File: src/rtl/id_ex_hazard_reg.sv
// id_ex_hazard_reg: ID/EX pipeline register with load-use hazard detection and a stall counter
// Ports:
//   clk, rst_n             - clock and asynchronous active-low reset
//   valid_id, *_id         - decoded instruction presented by the ID stage
//   flush                  - taken branch/jump in EX; the ID instruction is killed
//   valid_ex, *_ex         - registered EX-stage copy of the instruction
//   stall                  - hold PC and IF/ID this cycle (load-use hazard)
//   stall_cnt              - saturating count of stall cycles
module id_ex_hazard_reg #(
    parameter int XLEN = 32,
    parameter int CNTW = 16
) (
    input  logic            clk,
    input  logic            rst_n,
    input  logic            valid_id,
    input  logic [4:0]      rs1Addr_id,
    input  logic [4:0]      rs2Addr_id,
    input  logic [4:0]      rdAddr_id,
    input  logic            rs1Used_id,
    input  logic            rs2Used_id,
    input  logic [XLEN-1:0] rs1Data_id,
    input  logic [XLEN-1:0] rs2Data_id,
    input  logic [XLEN-1:0] imm_id,
    input  logic [XLEN-1:0] pc_id,
    input  logic            RegWrite_id,
    input  logic            MemRead_id,
    input  logic            MemWrite_id,
    input  logic            MemtoReg_id,
    input  logic            ALUSrc_id,
    input  logic [3:0]      ALUOp_id,
    input  logic            flush,
    output logic            valid_ex,
    output logic [4:0]      rs1Addr_ex,
    output logic [4:0]      rs2Addr_ex,
    output logic [4:0]      rdAddr_ex,
    output logic [XLEN-1:0] rs1Data_ex,
    output logic [XLEN-1:0] rs2Data_ex,
    output logic [XLEN-1:0] imm_ex,
    output logic [XLEN-1:0] pc_ex,
    output logic            RegWrite_ex,
    output logic            MemRead_ex,
    output logic            MemWrite_ex,
    output logic            MemtoReg_ex,
    output logic            ALUSrc_ex,
    output logic [3:0]      ALUOp_ex,
    output logic            stall,
    output logic [CNTW-1:0] stall_cnt
);
    logic hazard;
    logic capture;
    // A load in EX whose destination is read by the ID instruction; x0 is never a real dependency.
    always_comb begin
        hazard  = valid_ex & MemRead_ex & (rdAddr_ex != 5'd0) &
                  ((rs1Used_id & (rdAddr_ex == rs1Addr_id)) | (rs2Used_id & (rdAddr_ex == rs2Addr_id)));
        stall   = valid_id & ~flush & hazard;
        capture = valid_id & ~flush & ~hazard;
    end
    // Any non-captured cycle loads an all-zero bubble, so rd=0/RegWrite=0/MemRead=0 in EX.
    always_ff @(posedge clk or negedge rst_n) begin
        if (!rst_n) begin
            valid_ex    <= 1'b0;
            rs1Addr_ex  <= '0;
            rs2Addr_ex  <= '0;
            rdAddr_ex   <= '0;
            rs1Data_ex  <= '0;
            rs2Data_ex  <= '0;
            imm_ex      <= '0;
            pc_ex       <= '0;
            RegWrite_ex <= 1'b0;
            MemRead_ex  <= 1'b0;
            MemWrite_ex <= 1'b0;
            MemtoReg_ex <= 1'b0;
            ALUSrc_ex   <= 1'b0;
            ALUOp_ex    <= '0;
            stall_cnt   <= '0;
        end else begin
            valid_ex    <= capture;
            rs1Addr_ex  <= capture ? rs1Addr_id  : '0;
            rs2Addr_ex  <= capture ? rs2Addr_id  : '0;
            rdAddr_ex   <= capture ? rdAddr_id   : '0;
            rs1Data_ex  <= capture ? rs1Data_id  : '0;
            rs2Data_ex  <= capture ? rs2Data_id  : '0;
            imm_ex      <= capture ? imm_id      : '0;
            pc_ex       <= capture ? pc_id       : '0;
            RegWrite_ex <= capture & RegWrite_id;
            MemRead_ex  <= capture & MemRead_id;
            MemWrite_ex <= capture & MemWrite_id;
            MemtoReg_ex <= capture & MemtoReg_id;
            ALUSrc_ex   <= capture & ALUSrc_id;
            ALUOp_ex    <= capture ? ALUOp_id    : '0;
            if (stall && stall_cnt != '1)
                stall_cnt <= stall_cnt + 1'b1;
        end
    end
endmodule

File: config.mk
export PLATFORM = sky130hd
export DESIGN_NAME = id_ex_hazard_reg
export DESIGN_NICKNAME = d
export VERILOG_FILES = /design/src/rtl/id_ex_hazard_reg.sv
export SDC_FILE = /design/constraint.sdc
export NUM_CORES = 1
export LEC_CHECK = 0
export CORE_ASPECT_RATIO = 1.1
export CORE_MARGIN = 4
export CORE_UTILIZATION = 41
export CTS_BUF_LIST = sky130_fd_sc_hd__clkbuf_16
export DETAILED_ROUTE_END_ITERATION = 6
export PLACE_DENSITY = 0.85
export SYNTH_ARGS = -nofsm -noshare
export SYNTH_HDL_FRONTEND = slang
export SYNTH_SLANG_ARGS = --single-unit
File: constraint.sdc
create_clock -name clk -period 3.7 [get_ports clk]
set_input_delay 0.74 -clock clk [delete_from_list [all_inputs] [get_ports clk]]
set_output_delay 0.74 -clock clk [all_outputs]
set_load 0.02 [all_outputs]
==> After elaboration in Yosys (flattened, before gate mapping) <==
Index checks and enable logic that the tools add are counted.
{ "word_totals": {"n_memories": 0, "mem_bits_rw": 0, "in_bits": 158, "latchBits": 0, "regBits": 169, "mem_bits_ro": 0, "output_inout_bits": 170} }
{ "classes": {"div": 0, "n_eq_ne": 3, "n_addsub": 1, "n_bitwise": 16, "reduce_logical": 2, "n_mux": 8, "order_cmp": 0, "n_shift": 0, "n_mul": 0} }
{ "op_table": {"columns": ["operator", "count"], "rows": [
  ["32-bit two-way mux", 4],
  ["16-bit by 1-bit adder with 16-bit output, second input constant", 1],
  ["16-bit inequality test, second input constant", 1],
  ["5-bit two-way mux", 3],
  ["1-bit bitwise AND", 13],
  ["5-bit == test", 2],
  ["5-bit nonzero test", 1],
  ["4-bit two-way mux", 1],
  ["1-bit NOT", 2],
  ["1-bit logical AND", 1],
  ["1-bit OR", 1]
]} }

==> Longest topological paths before layout <==
{ "logic_depth": {"ltp_word": 7, "mapped_depth": 7, "ltp_nobuf": 6} }

==> Least setup slack after synthesis <==
No wires, ideal clock.
{ "synth_path": {"kind": "input port to output port", "startpoint": "input port rs2Addr_id[1]", "endpoint": "output port stall", "path_slack_ns": 0.914, "path_buffers": 1, "arrival_ns": 2.046, "stages": 5, "path_cell_list": "xnor2_1 nand4_1 o22ai_1 clkbuf_1 and3_1"} }
{ "synth_between": {"elab_chain_len": 5} }
{ "synth_lines": {"columns": ["item", "line", "source"], "rows": [
  ["start: declaration", "17", "input logic [4:0] rs2Addr_id,"],
  ["5-bit == test", "54", "((rs1Used_id & (rdAddr_ex == rs1Addr_id)) | (rs2Used_id & (rdAddr_ex == rs2Addr_id)));"],
  ["1-bit bitwise AND", "54", null],
  ["1-bit OR", "54", null],
  ["1-bit bitwise AND", "53", "hazard = valid_ex & MemRead_ex & (rdAddr_ex != 5'd0) &"],
  ["1-bit bitwise AND", "55", "stall = valid_id & ~flush & hazard;"],
  ["end: declaration", "46", "output logic stall,"]
]} }
No other way between the ends.

==> Final worst setup path <==
{ "layout_path": {"startpoint": "input port rs1Addr_id[4]", "endpoint": "output port stall"} }
{ "layout_between": {"elab_chain_len": 5} }
{ "layout_lines": {"columns": ["item", "line", "source"], "rows": [
  ["start: declaration", "16", "input logic [4:0] rs1Addr_id,"],
  ["5-bit == test", "54", null],
  ["1-bit bitwise AND", "54", null],
  ["1-bit OR", "54", null],
  ["1-bit bitwise AND", "53", null],
  ["1-bit bitwise AND", "55", null]
]} }
No other way between the ends.

==> impl_results.md <==
- Post-CTS Resized: 0
- IR drop worst, VDD: 0.312 mV
- Initial Util: 42.3%
- CTS buffer count: 17
- Clock power frac: 40.2%
- Area contributors post-synth: dfrtp_1, and2_1, xnor2_1, buf_6, nand4_1
- Seq/Total Area, Yosys: 71.6%
- Syn avg cell area: 13.8 sq um
- Max cap viols: 0
- Antenna violations before repair: 1
- FF-to-FF End: rs2Data_ex[26]
- Wirelength per Cell: 17.9 um
- CP Cell Sequence: clkdlybuf4s50_1 > xnor2_1 > nand4_1 > o22ai_1 > and3_1 > clkdlybuf4s50_1
- Dominant cell type by area after synthesis: dfrtp_1
- Required time of the critical path: 2.96 ns
- Static leakage power: 4.37 nW
- Post-detailed-route count of antenna-violating nets: 0
- Area Growth Syn to Fin: 67.4%
- Crit path buffers/inverters: 2
- Via/cell ratio: 4.60
- Outcome: finished, final reports clean
- Ys Warns: 0
- Min Clock Period, post-route: 3.42 ns
- CORE AREA: 14,000 sq um
- Min-Delay Path Class: in2async
- ANT cells: 0
- Sw power: 0.000916 W
- Worst slew pin tran: 1.13 ns
- Crit. End Element: output port
- Clk root buf: clkbuf_16
- Global route total overflow: 0
- Fmax: 293 MHz
- Final TNS setup: 0 ns
- R2r worst-path depth: 6
- Pin count of the biggest net entering global routing: 95
- DRT Pass-1 Iters: 6
- Comb pwr share: 12.6%
- Proportion of layout cells with a drive suffix above 1: 4.67%
- Synth top area share: 71.6%
- Num ports: 328
- Most common flop cell mapped by yosys: dfrtp_1
- Async S/R FF share, synth: 100%
- Post-CTS Repair Setup Buffers: 0
- Post-Syn Nets: 586
- Number of global-route vias before repair: 4,817
- Via Count: 4,411
- Top-count cell post-synth: dfrtp_1
- Final WL: 17.2 mm
- Dpl ws: 0.265 ns
- Synthesized area: 5910 sq um
- H-tree levels: 4
- Max-slew violations: 0
- Area of the multi-input gates: 1540 sq um
- Worst R2R Start: rdAddr_ex[1]
- Final Net Count: 919
- Hold-fix buffers, CTS: 0
- Power Dens Cells: 414 nW/um^2
- Seq cells post-synth: 169
- List of most frequent post-synthesis cells: dfrtp_1, and2_1, xnor2_1, nand3_1, nand4_1
- CP max stage delay: 0.62 ns
- Clock-pin transition on the worst setup and hold timing paths: 0.06 ns
- Final Cycle Share: 92.3%
- DP HPWL: 13.1 mm
- Crit Path Max Fanout: 2
- Seq pwr share: 47.2%
- Final hold violation count: 0
- Worst clock skew: 0.00644 ns
- Net Sw Frac: 22.4%
- CP startpoint: rs1Addr_id[4]
- Setup WS post-layout: 0.283 ns
- Critical Path AT: 2.68 ns
- Placer Congestion: 0.855
- Final setup vio count: 0
- Total track usage: 21.3%
- Fill count: 969
- First-pass GRT wire length: 26.4 mm
- Drt drc: 0
- Internal Power: 0.00318 W
- Slew margin rel.: 24.2%
- RSZ-0062 raised after global routing: false
- Count of input and output buffers: 327
- Die width: 122 um
- Synth Instances: 427
- Reg2reg setup slack: 0.67 ns
- Die ar.: 16,400 sq um
- CP Class: in2out
- CTS Buffer Depth: 2
- CP startpoint kind: primary input
- CP top delay family: buffers and inverters
- Library cells used by synthesis: 26
- Die Y: 134 um
- Clock sinks: 169
- Most frequent CP cell: clkdlybuf4s50_1
- Seq. cell area: 4230 sq um
- Skew-Pair Late Insertion Delay: 0.41 ns
- Worst path slowest cell: clkdlybuf4s50_1
- CTS tree: done
- Number of synthesized flops with an enable pin: 0
- Num rows: 45
- Iter 0 DRT Violations: 267
==> worst max path at each step <==
stage / to / slack [ns] / cells after the start
finish: stall / 0.28 / 6
global route: stall / 0.20 / 6
global placement: stall / 0.31 / 6
detailed placement: pc_ex[24] / 0.26 / 8
CTS: stall / 0.28 / 6
floorplan: stall / 0.91 / 5
==> stage by stage <==
stage	instance area (sq um)	power, W	utilization [%]	std cells	hold WS, ns
6_report	9890	0.00409	70.8	959	0.367
5_1_grt	9890	0.00425	70.8	959	0.429
4_1_cts	9890	0.00413	70.8	959	0.390
3_5_place_dp	9350	0.00249	67.0	929	0.509
3_3_place_gp	9350	0.00248	67.0	929	0.499
2_1_floorplan	5910	0.00213	-	427	0.444
==> flip-flops by register name, indices dropped and copies added, names as in the netlist, 4 cells and up <==
name and cells:
rs2Data_ex 32, rdAddr_ex 5, stall_cnt 16, rs1Addr_ex 5, ALUOp_ex 4, imm_ex 32, pc_ex 32, rs2Addr_ex 5
rs1Data_ex 32
==> power groups by stage <==
stage	clock network [W]	logic, W	registers, W
2_1_floorplan	0	0.0000822	0.00205
3_3_place_gp	0	0.000512	0.00197
4_1_cts	0.00167	0.000525	0.00193
3_5_place_dp	0	0.000521	0.00197
5_1_grt	0.00176	0.000551	0.00194
6_report	0.00164	0.000515	0.00193
==> cell type report <==
cell class	instances	area share (%)
clock inverters	13	1.16
multi-input cells	238	15.6
clock buffers	17	4.30
flip-flops and latches	169	42.8
repair buffers	332	33.7
well taps	188	2.38
inverters	2	0.0759
==> cell usage in the layout (no fill, tap or decap), drive strengths merged <==
cell type | synthesis | routed
o22ai | 1 | 1
clkinvlp | 0 | 2
or2 | 1 | 1
a21oi | 1 | 1
nor2 | 3 | 3
o21ai | 1 | 1
clkdlybuf4s50 | 0 | 326
and2 | 152 | 152
xnor2 | 24 | 24
nand4 | 11 | 11
ha | 1 | 1
clkinv | 0 | 5
bufinv | 0 | 2
o211ai | 1 | 1
nor3 | 7 | 7
buf | 9 | 6
nor4 | 4 | 4
nor2b | 1 | 1
nand2b | 1 | 1
and4 | 1 | 1
dfrtp | 169 | 169
and3 | 4 | 4
nand3 | 12 | 12
inv | 2 | 6
or4 | 1 | 1
mux2 | 2 | 2
nand2 | 9 | 9
clkbuf | 9 | 17
==> routing by layer <==
| metal | routed length [um] | global-route usage [%] | part of all wire, % |
|---|---|---|---|
| met5 | 14 | 0 | 0.081 |
| met4 | 455 | 8.59 | 2.6 |
| met3 | 1560 | 7.63 | 9.1 |
| met2 | 9240 | 38.4 | 54 |
| met1 | 5910 | 22.5 | 34 |
==> kinds of logic after synthesis <==
family	count (synthesis)	share of synthesized area, %
AND/OR/NAND/NOR	207	21.1
flip-flops	169	71.6
XOR/XNOR	24	3.56
buffers and inverters	20	2.31
AO/OA/AOI/OAI	4	0.826
multiplexers	2	0.381
adder cells (fa/ha/maj)	1	0.212
(Power assumes the default switching activity.)
